[src/rtl/oreg_uart_tx.sv]
// Watches the 4-bit o_reg port, queues each new value and sends it as one ASCII hex character on an 8N1 UART line.
// Defining OREG_TX_NEWLINE_EN appends an LF frame after every hex character.
module oreg_uart_tx #(
    parameter int CLKS_PER_BIT = 16,
    parameter int FIFO_DEPTH   = 8
) (
    input  logic                          clk,
    input  logic                          reset,
    input  logic [3:0]                    o_reg,
    input  logic                          capture_en,
    input  logic                          clear_overflow,
    output logic                          tx,
    output logic                          busy,
    output logic [$clog2(FIFO_DEPTH):0]   fifo_count,
    output logic                          overflow
);

    localparam int AW = $clog2(FIFO_DEPTH);
    localparam int BW = (CLKS_PER_BIT > 1) ? $clog2(CLKS_PER_BIT) : 1;
    localparam logic [BW-1:0] BAUD_LAST  = BW'(CLKS_PER_BIT - 1);
    localparam logic [AW:0]   FULL_COUNT = (AW+1)'(FIFO_DEPTH);

`ifdef OREG_TX_NEWLINE_EN
    typedef enum logic [2:0] {IDLE, START, DATA, STOP, LF_GAP} state_t;
`else
    typedef enum logic [1:0] {IDLE, START, DATA, STOP} state_t;
`endif

    state_t         state;
    logic [3:0]     prev_q;
    logic [3:0]     mem [FIFO_DEPTH];
    logic [AW-1:0]  wr_ptr;
    logic [AW-1:0]  rd_ptr;
    logic [BW-1:0]  baud;
    logic [2:0]     bit_idx;
    logic [7:0]     tx_byte;
`ifdef OREG_TX_NEWLINE_EN
    logic           is_lf;
`endif

    logic           push_req;
    logic           push_ok;
    logic           pop;
    logic           full;
    logic           drop;
    logic           baud_last;
    logic           idle_next;
    logic [AW:0]    count_next;
    logic [3:0]     head;
    logic [7:0]     ascii;

    always_comb begin
        push_req   = capture_en && (o_reg != prev_q);
        pop        = (state == IDLE) && (fifo_count != '0);
        full       = (fifo_count == FULL_COUNT);
        push_ok    = push_req && (!full || pop);
        drop       = push_req && full && !pop;
        count_next = fifo_count;
        if (push_ok && !pop) begin
            count_next = fifo_count + (AW+1)'(1);
        end else if (!push_ok && pop) begin
            count_next = fifo_count - (AW+1)'(1);
        end
        baud_last = (baud == BAUD_LAST);
        idle_next = (state == IDLE) && !pop;
`ifdef OREG_TX_NEWLINE_EN
        if ((state == STOP) && baud_last && is_lf) begin
            idle_next = 1'b1;
        end
`else
        if ((state == STOP) && baud_last) begin
            idle_next = 1'b1;
        end
`endif
        head  = mem[rd_ptr];
        ascii = (head < 4'd10) ? (8'h30 + {4'h0, head}) : (8'h37 + {4'h0, head});
    end

    // Storage is not reset: the pointers alone decide what is valid.
    always_ff @(posedge clk) begin
        if (push_ok) begin
            mem[wr_ptr] <= o_reg;
        end
    end

    always_ff @(posedge clk) begin
        if (!reset) begin
            prev_q     <= 4'h0;
            wr_ptr     <= '0;
            rd_ptr     <= '0;
            fifo_count <= '0;
            overflow   <= 1'b0;
        end else begin
            prev_q <= o_reg;
            if (push_ok) begin
                wr_ptr <= wr_ptr + AW'(1);
            end
            if (pop) begin
                rd_ptr <= rd_ptr + AW'(1);
            end
            fifo_count <= count_next;
            // A drop in the same cycle as a clear wins so no lost data goes unreported.
            if (drop) begin
                overflow <= 1'b1;
            end else if (clear_overflow) begin
                overflow <= 1'b0;
            end
        end
    end

    always_ff @(posedge clk) begin
        if (!reset) begin
            state   <= IDLE;
            tx      <= 1'b1;
            busy    <= 1'b0;
            baud    <= '0;
            bit_idx <= 3'd0;
            tx_byte <= 8'h00;
`ifdef OREG_TX_NEWLINE_EN
            is_lf   <= 1'b0;
`endif
        end else begin
            busy <= !(idle_next && (count_next == '0));
            case (state)
                IDLE: begin
                    tx <= 1'b1;
                    if (pop) begin
                        tx_byte <= ascii;
                        baud    <= '0;
                        tx      <= 1'b0;
                        state   <= START;
`ifdef OREG_TX_NEWLINE_EN
                        is_lf   <= 1'b0;
`endif
                    end
                end
                START: begin
                    if (baud_last) begin
                        baud    <= '0;
                        bit_idx <= 3'd0;
                        tx      <= tx_byte[0];
                        state   <= DATA;
                    end else begin
                        baud <= baud + BW'(1);
                    end
                end
                DATA: begin
                    if (baud_last) begin
                        baud <= '0;
                        if (bit_idx == 3'd7) begin
                            tx    <= 1'b1;
                            state <= STOP;
                        end else begin
                            // Shift so the next bit to send always sits at tx_byte[1].
                            bit_idx <= bit_idx + 3'd1;
                            tx      <= tx_byte[1];
                            tx_byte <= {1'b0, tx_byte[7:1]};
                        end
                    end else begin
                        baud <= baud + BW'(1);
                    end
                end
                STOP: begin
                    if (baud_last) begin
                        baud <= '0;
`ifdef OREG_TX_NEWLINE_EN
                        state <= is_lf ? IDLE : LF_GAP;
`else
                        state <= IDLE;
`endif
                    end else begin
                        baud <= baud + BW'(1);
                    end
                end
`ifdef OREG_TX_NEWLINE_EN
                LF_GAP: begin
                    tx_byte <= 8'h0A;
                    is_lf   <= 1'b1;
                    baud    <= '0;
                    tx      <= 1'b0;
                    state   <= START;
                end
`endif
                default: begin
                    tx    <= 1'b1;
                    state <= IDLE;
                end
            endcase
        end
    end

endmodule

[config.mk]
export PLATFORM = sky130hd
export DESIGN_NAME = oreg_uart_tx
export DESIGN_NICKNAME = d
export VERILOG_FILES = /design/src/rtl/oreg_uart_tx.sv
export SDC_FILE = /design/constraint.sdc
export NUM_CORES = 1
export LEC_CHECK = 0
export CAP_MARGIN = 20
export CORE_MARGIN = 5
export CORE_UTILIZATION = 41
export DETAILED_ROUTE_END_ITERATION = 8
export HOLD_SLACK_MARGIN = 0.15
export PLACE_DENSITY = 0.6
export SYNTH_ARGS = -nofsm -noshare
export SYNTH_HDL_FRONTEND = slang
export SYNTH_SLANG_ARGS = --single-unit
[constraint.sdc]
create_clock -name clk -period 3.4 [get_ports clk]
set_input_delay 0.34 -clock clk [delete_from_list [all_inputs] [get_ports clk]]
set_output_delay 0.34 -clock clk [all_outputs]
set_load 0.02 [all_outputs]
==> results of run 1 <==
## registers in the layout, summed over array words and instances, names as in the netlist, named ones only
name,count
overflow,1
fifo_count,4
mem,32
bit_idx,3
state,2
rd_ptr,3
busy,1
tx,1
wr_ptr,3
tx_byte,7
prev_q,4
baud,4
## layout make-up
cell class                      instances  area (sq um)  share of cell area
Timing Repair Buffer                   20           185              0.0518
Multi-Input combinational cell        182          1370               0.382
Tap cell                              102           128              0.0357
Inverter                               10          37.5              0.0105
Clock buffer                           10           138              0.0385
Clock inverter                          6          40.0              0.0112
Sequential cell                        68          1680               0.470
## critical path: stages, from the launching register on
cell and delay, ns:
dfxtp_1 0.59, mux4_1 0.60, mux2i_1 0.35, ha_1 0.23, inv_1 0.05, or4b_1 0.51
a221o_1 0.30, a31oi_1 0.15
## metal layers
metal | wire, um | track usage | vias up
li1 | - | - | 1045
met1 | 2960 | 0.189 | 1028
met3 | 154 | 0.0280 | 6
met5 | 0 | 0 | -
met4 | 80 | 0.0522 | 0
met2 | 2870 | 0.198 | 34
## final timing paths
check        startpoint         end  slack, ns  depth (start not counted)
max            register  tx_byte[2]       0.55                          7
min          tx_byte[5]  tx_byte[5]       0.46                          2
max reg2reg    register  tx_byte[2]       0.55                          7
min reg2reg  tx_byte[5]  tx_byte[5]       0.46                          2
## power by group
part	total, mW	switching [mW]	internal (mW)
Sequential	1.09	0.110	0.979
Combinational	1.07	0.608	0.460
Clock	0.595	0.314	0.281
## per-stage QoR
step	cell area, sq um	power (mW)	hold WS, ns
after floorplan	3140	1.89	0.427
after global placement	3400	2.16	0.439
after detailed placement	3400	2.17	0.453
after CTS	3580	2.77	0.466
after global routing	3580	2.96	0.485
final	3580	2.75	0.464
## placed cells by master, fill, tap and decap left out, types with 3 or more instances in the layout
cell type / synthesis / routed
nor3_1: 7 / 7
xor2_1: 7 / 7
buf_4: 0 / 6
inv_1: 9 / 9
xnor2_1: 5 / 5
mux4_1: 6 / 6
edfxtp_1: 32 / 32
clkdlybuf4s50_1: 0 / 14
clkbuf_8: 0 / 10
nand2_1: 18 / 18
nor2_1: 32 / 32
a211oi_1: 5 / 5
dfxtp_1: 36 / 36
nand3_1: 4 / 4
clkinvlp_4: 0 / 4
mux2i_1: 7 / 7
nor2b_1: 4 / 4
o21ai_0: 12 / 12
a31oi_1: 3 / 3
ha_1: 13 / 13
nand2b_1: 4 / 4
a21oi_1: 9 / 9
a21boi_0: 3 / 3
and2_1: 4 / 4
a22oi_1: 3 / 3
## kinds of logic after synthesis
family                   count (synthesis)  synth area share
adder cells (fa/ha/maj)                 13            0.0518
AND/OR/NAND/NOR                         85             0.132
buffers and inverters                   22            0.0295
multiplexers                            17            0.0976
AO/OA/AOI/OAI                           55             0.121
flip-flops                              68             0.535
XOR/XNOR                                12            0.0335
==> impl_metrics.csv, run 1 <==
group,metric,value,unit
routing,wl,6.06,mm
worst_setup_path,critPathLaunchType,"register",
sta,worstMarginPinSlew,0.809,ns
cts,tritoncts,"built",
floorplanning,start_util,0.413,
routing,drtPass1Iterations,4,
final_layout,n_fill_cell,707,
worst_setup_path,worstPathRequired,3.65,ns
pwr,powerDensity,769,nW/um^2
sta,relSlewSlack,0.460,
synthesis,synth_common_cells,"dfxtp_1, edfxtp_1, nor2_1, nand2_1, ha_1",
placed_design,io_buffers,14,
worst_setup_path,critical_path_class,"register to register",
placed_design,place_ws,0.542,ns
cts,htreeDepth,3,
synthesis,netlist_area,3140,sq um
sta,period_needed,2.85,ns
placed_design,gp_congestion,0.782,
worst_setup_path,critPathArrivalTime,3.10,ns
global_route,grt_usage,0.133,
synthesis,synth_seq_cells,68,
final_layout,antenna_cells,0,
synthesis,syn_nets,293,
global_route,grt_pass1_vias,2020,
synthesis,yosys.area.top_type_share,0.306,
floorplanning,dieArea,9510,sq um
synthesis,synth_edf_count,32,
sta,fin_skew,0.00909,ns
cts,cts_sinks,68,
floorplanning,die_x,97.5,um
floorplanning,rows,32,
floorplanning,ioPinCount,15,
cts,clockRootBuffer,"clkbuf_8",
final_layout,area_growth,13.9,%
cts,cts_hold_buf,0,
synthesis,synth_top_flop_cell,"dfxtp_1",
sta,tns,0,ns
synthesis,yosys-top-cells-area,"edfxtp_1, dfxtp_1, ha_1",
synthesis,yosysTopAreaCell,"edfxtp_1",
placed_design,dp_cells,382,
global_route,grt_start_max_net_pins,25,
global_route,grt_pass1_wl,10.1,mm
routing,drc,0,
routing,vias,2113,
final_layout,fin_cells,398,
cts,clkTransAtPathRegs,0.08,ns
routing,viasPerCell,5.31,
sta,slew_violations,0,
worst_setup_path,cp-end-kind,"register",
routing,wl_per_cell,15.2,um
sta,setup_slack,0.554,ns
pwr,ir_worst_vdd,0.479,mV
synthesis,synth_cell_types,53,
synthesis,synth_most_common_cell,"dfxtp_1",
final_layout,post-route-util,0.470,
synthesis,synth_warnings,0,
sta,max_freq,0.351,GHz
sta,finalCritPeriodShare,0.837,
hold_path,hp-class,"register to register",
floorplanning,core_area,7610,sq um
worst_setup_path,crit_fanout,8,
global_route,antenna_found_initial,0,
final_layout,drive_gt1_frac,0.0912,
sta,finalSetupViolCount,0,
synthesis,ys_seq_area_frac,0.535,
cts,clkLatencyLatePin,0.34,ns
job,drv_cap,0,
cts,post_cts_resized,0,
sta,rsz0062_at_grt,"false",
placed_design,hpwl,4.33,mm
synthesis,ys_async_sr_fraction,0,
routing,ant_nets,0,
routing,drt_iter0_markers,119,
synthesis,synth_cells,272,
cts,cts_buffers,9,
global_route,grt-ovfl-total,0,
cts,clockBufferDepth,2,
final_layout,nNetsFinal,312,
pwr,p_leak,1.29,nW
cts,cts_setup_buffers,0,
synthesis,avgSynthCellArea,11.6,sq um
run_status,status,"complete, no violations",
sta,finalHoldViolCount,0,
floorplanning,dieHeight,97.5,um
No activity file was read; power rests on OpenSTA's default activity.
==> run 2: changes to the inputs <==
==> constraint.sdc (replaced) <==
create_clock -name clk -period 2.8 [get_ports clk]
set_input_delay 0.28 -clock clk [delete_from_list [all_inputs] [get_ports clk]]
set_output_delay 0.28 -clock clk [all_outputs]
set_load 0.02 [all_outputs]
==> run 2 against run 1 <==
Effect of this change:
- power is 30% higher
- sequential power is 19% higher
- global-route usage barely moved
- first-iteration DRC count down 16%
- critical path type unchanged
- flip-flop and latch count unchanged
==> impl_metrics.csv, run 2 (same netlist as run 1, synthesis figures left out) <==
group,metric,value,unit
run_status,status,"complete, no violations",
sta,finalHoldViolCount,0,
routing,viasPerCell,5.19,
cts,post_cts_resized,0,
final_layout,top_register,"mem",
cts,cts_setup_buffers,0,
pwr,ir_worst_vdd,0.567,mV
floorplanning,rows,32,
routing,wl_per_cell,15.0,um
cts,cts_hold_buf,0,
worst_setup_path,slowest_delay,0.55,ns
pwr,p_leak,1.35,nW
routing,ant_nets,0,
routing,drc,0,
global_route,grt_pass1_wl,10.0,mm
worst_setup_path,worstPathRequired,3.06,ns
sta,max_freq,0.404,GHz
floorplanning,dieArea,9510,sq um
final_layout,top_regs,"mem (32), tx_byte (7)",
global_route,grt_usage,0.133,
sta,rsz0062_at_grt,"false",
routing,vias,2102,
sta,tns,0,ns
global_route,grtUsageMet2,0.198,
job,drv_cap,0,
floorplanning,start_util,0.413,
placed_design,io_buffers,14,
cts,cts_sinks,68,
sta,finalCritPeriodShare,0.884,
worst_setup_path,critPathLaunchType,"register",
sta,slew_violations,0,
floorplanning,core_area,7610,sq um
worst_setup_path,critical_path_class,"register to register",
hold_path,hp-class,"register to register",
cts,htreeDepth,3,
sta,holdWs,0.454,ns
sta,finalSetupViolCount,0,
sta,relSlewSlack,0.470,
worst_setup_path,critPathSlowestCell,"mux4_1",
worst_setup_path,cp-end-kind,"register",
final_layout,area_growth,17.0,%
final_layout,final_common_cell,"dfxtp_1",
global_route,grt-ovfl-total,0,
global_route,use_met3,0.0323,
worst_setup_path,path_buf_inv,1,
routing,wl,6.08,mm
worst_setup_path,cp_top_family,"multiplexers",
floorplanning,dieHeight,97.5,um
pwr,powerDensity,971,nW/um^2
final_layout,n_fill_cell,699,
placed_design,hpwl,4.42,mm
global_route,grt_pass1_vias,1988,
final_layout,drive_gt1_frac,0.112,
final_layout,largest_reg_flops,32,
cts,clockBufferDepth,2,
global_route,top_usage_layer,"met2",
placed_design,gp_congestion,0.782,
cts,tritoncts,"built",
global_route,antenna_found_initial,0,
cts,clockRootBuffer,"clkbuf_8",
sta,period_needed,2.47,ns
final_layout,nNetsFinal,319,
final_layout,antenna_cells,0,
floorplanning,die_x,97.5,um
sta,worstMarginPinSlew,0.794,ns
floorplanning,ioPinCount,15,
global_route,grt_start_max_net_pins,25,
final_layout,layout_common_cells,"dfxtp_1, nor2_1, edfxtp_1, nand2_1, clkdlybuf4s50_1",
worst_setup_path,crit_fanout,3,
routing,drtPass1Iterations,4,
cts,cts_buffers,9,
cts,clkLatencyLatePin,0.34,ns
routing,drt_iter0_markers,100,
cts,clkTransAtPathRegs,0.07,ns
global_route,met1_usage,0.184,
worst_setup_path,path_cells,"mux4_1 > mux2i_1 > ha_1 > inv_1 > or4b_1 > a221o_1 > a31oi_1",
sta,fin_skew,0.00838,ns
worst_setup_path,critPathArrivalTime,2.74,ns
-- run 2: cell types whose count changed in the layout (fill, tap and decap cells not counted) --
| cell | before | now |
|---|---|---|
| buf_4 | 6 | 13 |
| clkinv_4 | 0 | 3 |
| bufinv_16 | 0 | 2 |
| clkinv_2 | 2 | 0 |
| clkinvlp_4 | 4 | 2 |
| clkbuf_8 | 10 | 9 |
-- run 2: final cells by class --
class                   count  area [sq um]  share of cell area
well taps                 102           128              0.0347
multi-input cells         182          1370               0.372
clock inverters             7           101              0.0276
flip-flops and latches     68          1680               0.457
repair buffers             27           238              0.0646
clock buffers               9           124              0.0337
inverters                  10          37.5              0.0102
-- run 2: stage by stage --
stage | utilization | setup WS [ns] | area, sq um | total power [mW] | cells
floorplan | - | 0.281 | 3140 | 2.30 | 272
global placement | 0.454 | 0.412 | 3450 | 2.67 | 389
detailed placement | 0.454 | 0.323 | 3450 | 2.70 | 389
CTS | 0.483 | 0.304 | 3680 | 3.61 | 405
global route | 0.483 | 0.210 | 3680 | 3.83 | 405
finish | 0.483 | 0.326 | 3680 | 3.57 | 405
-- run 2: path summary, 6_finish.rpt --
check             start          to  slack, ns  cells past startpoint
min reg2reg  tx_byte[5]  tx_byte[5]       0.45                      2
max reg2reg    register  tx_byte[2]       0.33                      7
max            register  tx_byte[2]       0.33                      7
min          tx_byte[5]  tx_byte[5]       0.45                      2
-- run 2: power breakdown --
part | internal, mW | switching, mW
clock network | 0.505 | 0.393
logic | 0.592 | 0.778
registers | 1.19 | 0.113
total | 2.29 | 1.28
-- run 2: per-layer routing --
metal	routed length, um	up-vias
li1	-	1054
met1	3030	1008
met2	2810	31
met3	141	9
met4	91	0
met5	0	-
-- run 2: tightest hold or removal path, delay by kind of cell (launching register included) --
family           cells  cell delay, ns
flip-flops           1            0.31
AND/OR/NAND/NOR      1            0.05
AO/OA/AOI/OAI        1            0.05
==> run 3: changes to the inputs <==
--- a/config.mk
+++ b/config.mk
@@ -6,6 +6,7 @@
 export NUM_CORES = 1
 export LEC_CHECK = 0
 export CAP_MARGIN = 20
+export CORE_ASPECT_RATIO = 1.75
 export CORE_MARGIN = 5
 export CORE_UTILIZATION = 41
 export DETAILED_ROUTE_END_ITERATION = 8
==> run 3 against run 2 <==
Effect of this change:
- combinational power is essentially flat
- design area grew 2.8%
- hold slack gained 0.0040 ns
- utilization grew 2.0 points
- final cell count shrank 2.0%
- clock skew shrank 0.0021 ns
- critical path depth is the same
==> impl_metrics.csv, run 3 (same netlist as run 1, synthesis figures left out) <==
group,metric,value,unit
floorplanning,die_x,76.2,um
sta,tns,0,ns
hold_path,hp-class,"register to register",
cts,cts_buffers,9,
cts,cts_setup_buffers,0,
global_route,grt_pass1_wl,10.1,mm
global_route,grt_pass1_vias,2106,
cts,clockBufferDepth,2,
sta,finalCritPeriodShare,0.904,
worst_setup_path,critPathLaunchType,"register",
cts,cts_hold_buf,0,
routing,vias,2122,
cts,tritoncts,"built",
floorplanning,dieHeight,126,um
pwr,ir_worst_vdd,0.495,mV
final_layout,antenna_cells,0,
routing,ant_nets,0,
floorplanning,rows,42,
pwr,powerDensity,998,nW/um^2
final_layout,post-route-util,0.503,
final_layout,multi_input_area,1370,sq um
cts,clkTransAtPathRegs,0.06,ns
cts,post_cts_resized,0,
routing,drc,0,
cts,cts_sinks,68,
sta,slew_violations,0,
routing,drt_iter0_markers,130,
final_layout,largest_reg_flops,32,
floorplanning,start_util,0.418,
sta,finalHoldViolCount,0,
global_route,antenna_found_initial,0,
final_layout,layout_common_cells,"dfxtp_1, nor2_1, edfxtp_1, buf_4, nand2_1",
sta,holdWs,0.458,ns
global_route,grt-ovfl-total,0,
run_status,status,"complete, no violations",
final_layout,nNetsFinal,325,
worst_setup_path,regToRegSetupSlack,0.27,ns
final_layout,top_regs,"mem (32), tx_byte (7)",
cts,clkLatencyLatePin,0.33,ns
final_layout,final_common_cell,"dfxtp_1",
worst_setup_path,critPathArrivalTime,2.79,ns
floorplanning,ioPinCount,15,
final_layout,top_register,"mem",
sta,fin_skew,0.00625,ns
sta,rsz0062_at_grt,"false",
job,drv_cap,0,
worst_setup_path,worstPathRequired,3.06,ns
final_layout,drive_gt1_frac,0.126,
final_layout,n_fill_cell,660,
placed_design,hpwl,4.54,mm
sta,period_needed,2.53,ns
cts,htreeDepth,3,
global_route,grt_start_max_net_pins,16,
sta,max_freq,0.395,GHz
sta,relSlewSlack,0.498,
global_route,grt_usage,0.137,
sta,worstMarginPinSlew,0.745,ns
placed_design,io_buffers,14,
routing,wl_per_cell,15.3,um
floorplanning,core_area,7510,sq um
placed_design,gp_congestion,0.801,
pwr,total_power,3.77,mW
sta,finalSetupViolCount,0,
worst_setup_path,cp-end-kind,"register",
routing,drtPass1Iterations,4,
worst_setup_path,crit_fanout,5,
floorplanning,dieArea,9580,sq um
routing,viasPerCell,5.35,
routing,wl,6.06,mm
worst_setup_path,critical_path_class,"register to register",
final_layout,ff_latch_area,1680,sq um
pwr,p_leak,1.41,nW
cts,clockRootBuffer,"clkbuf_16",
final_layout,area_growth,20.3,%
run 3: power by group:
part | internal, mW | switching [mW] | leakage (nW) | total (mW)
registers | 1.19 | 0.114 | 0.586 | 1.30
logic | 0.596 | 0.754 | 0.687 | 1.35
clock network | 0.691 | 0.427 | 0.140 | 1.12
run 3: worst paths after layout:
| path | startpoint | end | depth (start not counted) |
|---|---|---|---|
| max reg2reg | register | tx_byte[2] | 7 |
| min | tx_byte[6] | tx_byte[6] | 2 |
| max | register | tx_byte[2] | 7 |
| min reg2reg | tx_byte[6] | tx_byte[6] | 2 |
run 3: final cells by class:
type,count,area share
clock buffers,9,0.0596
inverters,10,0.00993
flip-flops and latches,68,0.445
repair buffers,33,0.0748
multi-input cells,182,0.362
clock inverters,7,0.0199
well taps,88,0.0291
run 3: through the flow:
step                      setup slack (ns)  cells  cell area [sq um]
after floorplan                      0.281    272               3140
after global placement               0.332    381               3480
after detailed placement             0.260    381               3480
after CTS                            0.241    397               3780
after global routing                0.0811    397               3780
final                                0.268    397               3780
run 3: routing by layer:
metal	global-route usage	wire length (um)
met5	0	0
met4	0.0762	170
met3	0.0350	187
met2	0.256	3430
met1	0.132	2270
run 3: worst max-delay path, stage by stage, from the launching register on:
cell and delay (ns):
dfxtp_1 0.47, mux4_1 0.59, mux2i_1 0.20, ha_1 0.19
inv_1 0.05, or4b_1 0.51, a221o_1 0.30, a31oi_1 0.16
